File: src/rtl/msg_request_queue_if.sv
// Handshake bundle between session_manager, msg_request_queue and create_message.
// The master side drives orders, flush and done; the slave side is the queue.
`ifndef VALUE_DATA_WIDTH
`define VALUE_DATA_WIDTH 32
`endif
`ifndef VALUE_SIZE
`define VALUE_SIZE 8
`endif

interface msg_request_queue_if #(
  parameter int VALUE_WIDTH = `VALUE_DATA_WIDTH,
  parameter int SIZE        = `VALUE_SIZE,
  parameter int DEPTH       = 8
);
  localparam int CW = $clog2(DEPTH) + 1;

  logic                   initiate_msg_i;
  logic [3:0]             create_message_i;
  logic [VALUE_WIDTH-1:0] targetCompId_i;
  logic [SIZE-1:0]        s_v_targetCompId_i;
  logic                   flush_i;
  logic                   done_i;

  logic                   initiate_msg_o;
  logic [3:0]             create_message_o;
  logic [VALUE_WIDTH-1:0] targetCompId_o;
  logic [SIZE-1:0]        s_v_targetCompId_o;
  logic                   busy_o;
  logic [CW-1:0]          count_o;
  logic                   full_o;
  logic                   empty_o;
  logic                   overflow_o;
  logic [7:0]             drop_cnt_o;
  logic                   timeout_err_o;

  modport master (
    output initiate_msg_i, create_message_i, targetCompId_i, s_v_targetCompId_i,
           flush_i, done_i,
    input  initiate_msg_o, create_message_o, targetCompId_o, s_v_targetCompId_o,
           busy_o, count_o, full_o, empty_o, overflow_o, drop_cnt_o, timeout_err_o
  );

  modport slave (
    input  initiate_msg_i, create_message_i, targetCompId_i, s_v_targetCompId_i,
           flush_i, done_i,
    output initiate_msg_o, create_message_o, targetCompId_o, s_v_targetCompId_o,
           busy_o, count_o, full_o, empty_o, overflow_o, drop_cnt_o, timeout_err_o
  );
endinterface

File: src/rtl/msg_request_queue.sv
// Order queue between session_manager and create_message: buffers orders in a
// FIFO and issues them one at a time, waiting for done_i (or a watchdog expiry)
// before releasing the next one.
`ifndef VALUE_DATA_WIDTH
`define VALUE_DATA_WIDTH 32
`endif
`ifndef VALUE_SIZE
`define VALUE_SIZE 8
`endif

module msg_request_queue #(
  parameter int VALUE_WIDTH    = `VALUE_DATA_WIDTH,
  parameter int SIZE           = `VALUE_SIZE,
  parameter int DEPTH          = 8,
  parameter int TIMEOUT_CYCLES = 1024
) (
  input  logic                 clk,
  input  logic                 rst,
  msg_request_queue_if.slave   bus
);

  localparam int AW = $clog2(DEPTH);
  localparam int CW = AW + 1;
  localparam int EW = 4 + VALUE_WIDTH + SIZE;
  localparam int WW = $clog2(TIMEOUT_CYCLES) + 1;

  typedef enum logic {
    IDLE      = 1'b0,
    WAIT_DONE = 1'b1
  } state_t;

  state_t                 state_q, state_d;
  logic [AW-1:0]          wr_ptr_q, wr_ptr_d;
  logic [AW-1:0]          rd_ptr_q, rd_ptr_d;
  logic [CW-1:0]          count_q, count_d;
  logic                   full_q, full_d;
  logic                   empty_q, empty_d;
  logic [WW-1:0]          wd_q, wd_d;
  logic                   init_q, init_d;
  logic [3:0]             type_q, type_d;
  logic [VALUE_WIDTH-1:0] id_q, id_d;
  logic [SIZE-1:0]        size_q, size_d;
  logic                   busy_q, busy_d;
  logic                   to_q, to_d;
  logic                   ovf_q, ovf_d;
  logic [7:0]             drop_q, drop_d;

  logic [EW-1:0]          mem_q [DEPTH];
  logic [EW-1:0]          entry;
  logic [EW-1:0]          head;
  logic                   push_req;
  logic                   has_room;
  logic                   pop;
  logic                   push;
  logic                   drop;

  function automatic logic [7:0] sat_inc8(input logic [7:0] v);
    return (v == 8'hFF) ? v : v + 8'd1;
  endfunction

  // Decode this edge's push/pop/drop decisions from the handshake and queue state.
  always_comb begin
    entry    = {bus.create_message_i, bus.targetCompId_i, bus.s_v_targetCompId_i};
    head     = mem_q[rd_ptr_q];
    push_req = bus.initiate_msg_i && (bus.create_message_i != 4'b0000);
    has_room = (count_q != CW'(DEPTH));
    // A pop is only possible while idle; flush suppresses it along with any push.
    pop      = (state_q == IDLE) && (count_q != '0) && !bus.flush_i;
    push     = push_req && !bus.flush_i && (has_room || pop);
    drop     = push_req && !bus.flush_i && !has_room && !pop;
  end

  // Issue FSM: launch the head order, then hold until done_i or watchdog expiry.
  always_comb begin
    state_d = state_q;
    wd_d    = wd_q;
    init_d  = 1'b0;
    to_d    = 1'b0;
    type_d  = type_q;
    id_d    = id_q;
    size_d  = size_q;
    busy_d  = busy_q;
    case (state_q)
      IDLE: begin
        if (pop) begin
          type_d  = head[EW-1 -: 4];
          id_d    = head[SIZE +: VALUE_WIDTH];
          size_d  = head[SIZE-1:0];
          init_d  = 1'b1;
          busy_d  = 1'b1;
          wd_d    = '0;
          state_d = WAIT_DONE;
        end
      end
      WAIT_DONE: begin
        if (bus.done_i) begin
          busy_d  = 1'b0;
          state_d = IDLE;
        end else if (wd_q == WW'(TIMEOUT_CYCLES - 1)) begin
          // Abandon the order; it is not requeued.
          to_d    = 1'b1;
          busy_d  = 1'b0;
          state_d = IDLE;
        end else begin
          wd_d = wd_q + WW'(1);
        end
      end
      default: state_d = IDLE;
    endcase
    if (bus.flush_i) begin
      state_d = IDLE;
      busy_d  = 1'b0;
      init_d  = 1'b0;
      to_d    = 1'b0;
      wd_d    = '0;
    end
  end

  // FIFO bookkeeping and drop accounting.
  always_comb begin
    wr_ptr_d = wr_ptr_q + AW'(push);
    rd_ptr_d = rd_ptr_q + AW'(pop);
    count_d  = count_q + CW'(push) - CW'(pop);
    if (bus.flush_i) begin
      wr_ptr_d = '0;
      rd_ptr_d = '0;
      count_d  = '0;
    end
    full_d  = (count_d == CW'(DEPTH));
    empty_d = (count_d == '0);
    ovf_d   = ovf_q | drop;
    drop_d  = drop ? sat_inc8(drop_q) : drop_q;
  end

  // Control and issued-order registers; reset wins over every other input.
  always_ff @(posedge clk) begin
    if (!rst) begin
      state_q  <= IDLE;
      wr_ptr_q <= '0;
      rd_ptr_q <= '0;
      count_q  <= '0;
      full_q   <= 1'b0;
      empty_q  <= 1'b1;
      wd_q     <= '0;
      init_q   <= 1'b0;
      type_q   <= '0;
      id_q     <= '0;
      size_q   <= '0;
      busy_q   <= 1'b0;
      to_q     <= 1'b0;
      ovf_q    <= 1'b0;
      drop_q   <= '0;
    end else begin
      state_q  <= state_d;
      wr_ptr_q <= wr_ptr_d;
      rd_ptr_q <= rd_ptr_d;
      count_q  <= count_d;
      full_q   <= full_d;
      empty_q  <= empty_d;
      wd_q     <= wd_d;
      init_q   <= init_d;
      type_q   <= type_d;
      id_q     <= id_d;
      size_q   <= size_d;
      busy_q   <= busy_d;
      to_q     <= to_d;
      ovf_q    <= ovf_d;
      drop_q   <= drop_d;
    end
  end

  // Order storage; contents are only meaningful below count_q, so no reset.
  always_ff @(posedge clk) begin
    if (rst && push) begin
      mem_q[wr_ptr_q] <= entry;
    end
  end

  assign bus.initiate_msg_o     = init_q;
  assign bus.create_message_o   = type_q;
  assign bus.targetCompId_o     = id_q;
  assign bus.s_v_targetCompId_o = size_q;
  assign bus.busy_o             = busy_q;
  assign bus.count_o            = count_q;
  assign bus.full_o             = full_q;
  assign bus.empty_o            = empty_q;
  assign bus.overflow_o         = ovf_q;
  assign bus.drop_cnt_o         = drop_q;
  assign bus.timeout_err_o      = to_q;

endmodule

File: src/flat_wrapper.sv
// flat-port wrapper written by rule: the top's interface ports become plain ports
module msg_request_queue_flat 
#(
  parameter int VALUE_WIDTH    = `VALUE_DATA_WIDTH,
  parameter int SIZE           = `VALUE_SIZE,
  parameter int DEPTH          = 8,
  parameter int TIMEOUT_CYCLES = 1024
)
  (clk, rst, bus_initiate_msg_i, bus_create_message_i, bus_targetCompId_i, bus_s_v_targetCompId_i, bus_flush_i, bus_done_i, bus_initiate_msg_o, bus_create_message_o, bus_targetCompId_o, bus_s_v_targetCompId_o, bus_busy_o, bus_count_o, bus_full_o, bus_empty_o, bus_overflow_o, bus_drop_cnt_o, bus_timeout_err_o);
  msg_request_queue_if #(.VALUE_WIDTH(VALUE_WIDTH), .SIZE(SIZE), .DEPTH(DEPTH)) bus_i ();
  input  logic clk;
  input  logic rst;
  input wire logic [$bits(bus_i.initiate_msg_i)-1:0] bus_initiate_msg_i;
  input wire logic [$bits(bus_i.create_message_i)-1:0] bus_create_message_i;
  input wire logic [$bits(bus_i.targetCompId_i)-1:0] bus_targetCompId_i;
  input wire logic [$bits(bus_i.s_v_targetCompId_i)-1:0] bus_s_v_targetCompId_i;
  input wire logic [$bits(bus_i.flush_i)-1:0] bus_flush_i;
  input wire logic [$bits(bus_i.done_i)-1:0] bus_done_i;
  output wire logic [$bits(bus_i.initiate_msg_o)-1:0] bus_initiate_msg_o;
  output wire logic [$bits(bus_i.create_message_o)-1:0] bus_create_message_o;
  output wire logic [$bits(bus_i.targetCompId_o)-1:0] bus_targetCompId_o;
  output wire logic [$bits(bus_i.s_v_targetCompId_o)-1:0] bus_s_v_targetCompId_o;
  output wire logic [$bits(bus_i.busy_o)-1:0] bus_busy_o;
  output wire logic [$bits(bus_i.count_o)-1:0] bus_count_o;
  output wire logic [$bits(bus_i.full_o)-1:0] bus_full_o;
  output wire logic [$bits(bus_i.empty_o)-1:0] bus_empty_o;
  output wire logic [$bits(bus_i.overflow_o)-1:0] bus_overflow_o;
  output wire logic [$bits(bus_i.drop_cnt_o)-1:0] bus_drop_cnt_o;
  output wire logic [$bits(bus_i.timeout_err_o)-1:0] bus_timeout_err_o;
  assign bus_i.initiate_msg_i = bus_initiate_msg_i;
  assign bus_i.create_message_i = bus_create_message_i;
  assign bus_i.targetCompId_i = bus_targetCompId_i;
  assign bus_i.s_v_targetCompId_i = bus_s_v_targetCompId_i;
  assign bus_i.flush_i = bus_flush_i;
  assign bus_i.done_i = bus_done_i;
  assign bus_initiate_msg_o = bus_i.initiate_msg_o;
  assign bus_create_message_o = bus_i.create_message_o;
  assign bus_targetCompId_o = bus_i.targetCompId_o;
  assign bus_s_v_targetCompId_o = bus_i.s_v_targetCompId_o;
  assign bus_busy_o = bus_i.busy_o;
  assign bus_count_o = bus_i.count_o;
  assign bus_full_o = bus_i.full_o;
  assign bus_empty_o = bus_i.empty_o;
  assign bus_overflow_o = bus_i.overflow_o;
  assign bus_drop_cnt_o = bus_i.drop_cnt_o;
  assign bus_timeout_err_o = bus_i.timeout_err_o;
  msg_request_queue #(.VALUE_WIDTH(VALUE_WIDTH), .SIZE(SIZE), .DEPTH(DEPTH), .TIMEOUT_CYCLES(TIMEOUT_CYCLES)) u_core (.clk(clk), .rst(rst), .bus(bus_i));
endmodule
File: config.mk
export PLATFORM = sky130hd
export DESIGN_NAME = msg_request_queue_flat
export DESIGN_NICKNAME = d
export VERILOG_FILES = /design/src/rtl/msg_request_queue_if.sv /design/src/rtl/msg_request_queue.sv /design/src/flat_wrapper.sv
export SDC_FILE = /design/constraint.sdc
export NUM_CORES = 1
export LEC_CHECK = 0
export ABC_AREA = 1
export CAP_MARGIN = 20
export CORE_MARGIN = 5
export CORE_UTILIZATION = 42
export DETAILED_ROUTE_END_ITERATION = 16
export DONT_BUFFER_PORTS = 1
export GPL_ROUTABILITY_DRIVEN = 1
export SYNTH_ARGS = -nofsm -noshare
export SYNTH_HDL_FRONTEND = slang
export SYNTH_SLANG_ARGS = --single-unit
File: constraint.sdc
create_clock -name clk -period 5.63 [get_ports clk]
set_input_delay 1.126 -clock clk [delete_from_list [all_inputs] [get_ports clk]]
set_output_delay 1.126 -clock clk [all_outputs]
set_load 0.005 [all_outputs]
Word level (Yosys, flattened, before mapping)
Memory sizes are Yosys's and may differ from the RTL's. A register that Yosys moved wholly into a read port is not among the register bits.
Index checks and enable logic that the tools add are counted.
{"block": "op_classes", "bitwise_logic": 4, "n_mux": 16, "addsub": 6, "eq_ne": 8, "n_reduce_logical": 23}
{"op": "two-way mux 11 bit", "count": 3}
{"op": "case mux 11 bit (2 select lines)", "count": 1}
{"op": "adder 11 x 1 -> 11 bit (second input constant)", "count": 1}
{"op": "== test 11 x 10 -> 1 bit (second input constant)", "count": 1}
{"op": "two-way mux 1 bit", "count": 9}
{"op": "adder 8 x 1 -> 8 bit (second input constant)", "count": 1}
{"op": "== test 8 bit (second input constant)", "count": 1}
{"op": "logical AND 1 bit", "count": 8}
{"op": "nonzero test 4 bit", "count": 2}
{"op": "adder 3 x 1 -> 3 bit", "count": 2}
{"op": "AND reduction 2 bit", "count": 3}
{"op": "adder 4 x 1 -> 4 bit", "count": 1}
{"op": "== test 4 bit (second input constant)", "count": 1}
{"op": "zero test 1 bit", "count": 4}
{"op": "zero test 4 bit", "count": 1}
{"op": "two-way mux 4 bit", "count": 1}
{"op": "!= test 2 bit (second input constant)", "count": 2}
{"op": "!= test 4 bit (second input constant)", "count": 1}
{"op": "case mux 1 bit (2 select lines)", "count": 2}
{"op": "OR reduction 4 bit", "count": 1}
{"op": "subtractor 4 x 1 -> 4 bit", "count": 1}
{"op": "!= test 3 bit (second input constant)", "count": 1}
{"op": "inverter 1 bit", "count": 3}
{"op": "AND reduction 3 bit", "count": 1}
{"op": "other kinds (5)", "count": 5}
{"block": "word_totals", "n_memories": 1, "ram_bits": 352, "ff_bits": 36, "wordCells": 70}
{"name": "u_core.mem_q", "words": 8, "word_bits": 44, "read_ports": 1, "rd_clocked_by_memory_dff": 1, "wr": 1, "line": "msg_request_queue.sv:48", "rtl": "logic [EW-1:0] mem_q [DEPTH];"}

Longest topological paths before layout
{"block": "depth", "ltp_word": 9, "depth_mapped": 15, "depth_no_buf": 14}

Worst setup path before layout
OpenSTA, ideal clock, no wires.
{"block": "synth_path", "path_kind": "in2reg", "from": "in bus_flush_i", "to": "mem u_core.mem_q[6][0] (netlist bit) (enable)", "cell_stages": 5, "path_slack_ns": 0.385, "arrival_ns": 4.745, "required_ns": 5.130, "path_cell_list": "inv_1 nand3_4 a21oi_4 nand2_2 nor3_1"}
{"block": "synth_between", "elab_chain_len": 7}
{"item": "from (decl)", "line": "flat_wrapper.sv:17", "rtl": "input wire logic [$bits(bus_i.flush_i)-1:0] bus_flush_i;"}
{"item": "zero test 1 bit (*)", "line": "msg_request_queue.sv:68, msg_request_queue.sv:69"}
{"item": "logical AND 1 bit", "line": "msg_request_queue.sv:68", "rtl": "pop = (state_q == IDLE) && (count_q != '0) && !bus.flush_i;"}
{"item": "logical OR 1 bit", "line": "msg_request_queue.sv:69", "rtl": "push = push_req && !bus.flush_i && (has_room || pop);"}
{"item": "logical AND 1 bit (*)", "line": "msg_request_queue.sv:69"}
{"item": "logical AND 1 bit (*)", "line": "msg_request_queue.sv:174", "rtl": "if (rst && push) begin"}
{"item": "two-way mux 1 bit (*)", "line": "msg_request_queue.sv:174"}
{"item": "two-way mux 1 bit (not written as such) (*)", "line": "msg_request_queue.sv:175", "rtl": "mem_q[wr_ptr_q] <= entry;"}
{"item": "to (decl)", "line": "msg_request_queue.sv:48"}
Mark *: on every way between the ends. The rest lies on a longest branch, timed or not.

Final worst setup path
{"block": "layout_path", "from": "reg u_core.count_q[2], in the netlist u_core.bus.count_o[2]", "to": "mem u_core.mem_q[4][22] (netlist bit) (enable)"}
{"block": "layout_between", "elab_chain_len": 8}
{"item": "from (decl)", "line": "msg_request_queue.sv:35", "rtl": "logic [CW-1:0] count_q, count_d;"}
{"item": "from (signal assigned)", "line": "msg_request_queue.sv:157", "rtl": "count_q <= count_d;"}
{"item": "nonzero test 4 bit", "line": "msg_request_queue.sv:68"}
{"item": "logical AND 1 bit (2 in series)", "line": "msg_request_queue.sv:68"}
{"item": "logical OR 1 bit (*)", "line": "msg_request_queue.sv:69"}
{"item": "logical AND 1 bit (*)", "line": "msg_request_queue.sv:69"}
{"item": "logical AND 1 bit (*)", "line": "msg_request_queue.sv:174"}
{"item": "two-way mux 1 bit (*)", "line": "msg_request_queue.sv:174"}
{"item": "two-way mux 1 bit (not written as such) (*)", "line": "msg_request_queue.sv:175"}
Marked as above.

==> reports/metrics.cfg <==
[yosys]
ys.flop_type=edfxtp_1
syn_area_sq_um=17900
yosys_register_bits=432
ys_seq_area_share_pct=67.9
synth_edf_count=352
ys_async_sr_fraction_pct=0
synth_area_leaders=edfxtp_1 59%, dfxtp_1 8.9%, nand2_1 5.4%
avgSynthCellArea_sq_um=11.4
syn-num-nets=1630
synth_warnings=0
synth_cells=1568
synth_cell_types=38
netlist.area_leader.share_pct=59.0
yosysTopAreaCell=edfxtp_1

[placement]
port_buffers=0
dp_hpwl_mm=22.5
place_congestion=0.758
pre_cts_ws_ps=2030

[route]
wire_per_inst_um=18.2
vias_per_cell=5.11
drtIter0Drc=836
final_antenna_net_count=0
drt-total-wl_mm=38.8
drtPass1Iterations=5
drc=0
routed-via-count=10858

[setup_path]
arrival_ps=3260
end_kind=register
cp.required_ps=5830
crit_chain=inv_1 -> ha_1 -> nand3_1 -> nand3_4 -> a21oi_4 -> nand2_2 -> nor3_2 -> buf_4
max_stage_delay_ps=550
cp_slowest_cell=nand3_4
critPathMaxFanout=54
crit_type=register to register
crit_path_start_kind=register

[global_routing]
grtUsageMet1_pct=21.3
grt_busiest_layer=met2
antenna_found_initial=0
grt_max_degree=229
grt.overflow.total=0
grt_pass1_wl_mm=60.7
grtUsageTotal_pct=16.3
grt_pass1_vias=10602
grtUsageMet2_pct=27.4
met3_usage_pct=3.70

[floorplan]
die_width_um=217
row_count=75
core-area_sq_um=42000
die_y_um=217
die_area_sq_um=46900
start_util_pct=42.6
ios=111

[sta]
max_freq_mhz=327
slew_headroom_pct=31.5
tns_ps=0
min_period_ps=3060
grt_setup_unrepaired=false
setup_ws_ps=2570
final_hold_viol_count=0
finClkSkew_ps=19.3
worst_slew_pin_slew_ps=1030
whs_ps=504
drv_slew=0
setup_viol_count_final=0
period_share_pct=54.3

[final_layout]
mostFrequentLayoutCells=352 x edfxtp_1, 260 x nand2_1, 218 x inv_1, 119 x nand3_1, 116 x o211ai_1
nFillCells=3775
drive_gt1_share_pct=8.64
syn_to_final_growth_pct=10.6
multiInputGateArea_sq_um=4440
seqCellArea_sq_um=12200
fin_util_pct=47.1
diodes=0
final_common_cell=edfxtp_1
nNetsFinal=1610

[clock_tree]
path_clk_slew_ps=60
numCtsBuffers=46
tritoncts=yes
clock_sink_count=432
clk_latency_ps=590
cts_hold_buf=0
htreeDepth=2
cts_setup_buffers=0
cts_buffer_depth=3
clock-root-buffer=clkbuf_16
post_cts_resized=0

[hold_path]
hp-class=register to register

[run]
drv_cap=0

[pwr]
ir_drop_uv=236
p_leak_nw=6.98
power.density_nw_per_um2=396

[run_status]
outcome=finished clean

-- layer usage --
metal,wire length [um],vias to the layer above
met5,0,-
met2,18700,214
met4,853,0
li1,-,5398
met3,2150,60
met1,17100,5186
-- cells in the mapped netlist (6+ instances only) --
| cell | n |
|---|---|
| buf_2 | 49 |
| nor2_1 | 51 |
| buf_4 | 6 |
| nand3_1 | 119 |
| o211ai_1 | 116 |
| ha_1 | 12 |
| dfxtp_1 | 80 |
| nor3_1 | 8 |
| a21oi_1 | 80 |
| clkbuf_1 | 20 |
| a21boi_1 | 29 |
| buf_6 | 11 |
| inv_1 | 218 |
| edfxtp_1 | 352 |
| o21ai_0 | 95 |
| o21ai_1 | 6 |
| nand2_1 | 260 |
| a21boi_2 | 9 |
-- flip-flops by register name, indices dropped and copies added, names as in the netlist, 3 cells and up --
signal and flops:
u_core.mem_q 352, u_core.wr_ptr_q 3, u_core.rd_ptr_q 3, u_core.bus.s_v_targetCompId_o 8
u_core.bus.create_message_o 4, u_core.wd_q 11, u_core.bus.drop_cnt_o 8, u_core.bus.count_o 4
u_core.bus.targetCompId_o 32
-- cells by family (layout without fill, tap and decap cells) --
family | Yosys count | count (layout) | share of synthesized area (%)
AO/OA/AOI/OAI | 343 | 343 | 12.1
XOR/XNOR | 4 | 4 | 0.196
adder cells (fa/ha/maj) | 13 | 13 | 0.950
buffers and inverters | 313 | 331 | 7.52
flip-flops | 432 | 432 | 67.9
AND/OR/NAND/NOR | 463 | 463 | 11.3
-- path summary, 6_finish.rpt --
check                        start                        to  slack [ps]  cells after the start
min                 u_core.wd_q[9]  u_core.bus.timeout_err_o         500                      2
max          u_core.bus.count_o[2]       u_core.mem_q[4][22]        2570                      8
max reg2reg  u_core.bus.count_o[2]       u_core.mem_q[4][22]        2570                      8
min reg2reg         u_core.wd_q[9]  u_core.bus.timeout_err_o         500                      2
-- area by class of cell --
type	instances	share of cell area [%]
Sequential cell	432	61.5
Multi-Input combinational cell	823	22.4
Clock buffer	61	6.35
Inverter	224	4.27
Tap cell	539	3.40
Clock inverter	25	1.24
Timing Repair Buffer	21	0.859
-- metrics by stage --
step           std cells  power, W  instance area (sq um)
2_1_floorplan       1568   0.00474                  17900
3_5_place_dp        2039   0.00496                  18300
4_1_cts             2125   0.00796                  19800
3_3_place_gp        2039   0.00494                  18300
5_1_grt             2125   0.00824                  19800
6_report            2125   0.00785                  19800
-- critical path: cells and delay by family, from the launching register on --
kind                     cells  cell delay [ps]
adder cells (fa/ha/maj)      1              200
AND/OR/NAND/NOR              4             1070
AO/OA/AOI/OAI                1              420
buffers and inverters        2              600
flip-flops                   1              360
-- power breakdown --
group          total [W]  switching [W]  internal (W)
combinational   0.000960       0.000619      0.000341
sequential       0.00391       0.000239       0.00367
clock            0.00298        0.00125       0.00173
total            0.00785        0.00211       0.00574
Power figures use the tool's default switching activity.
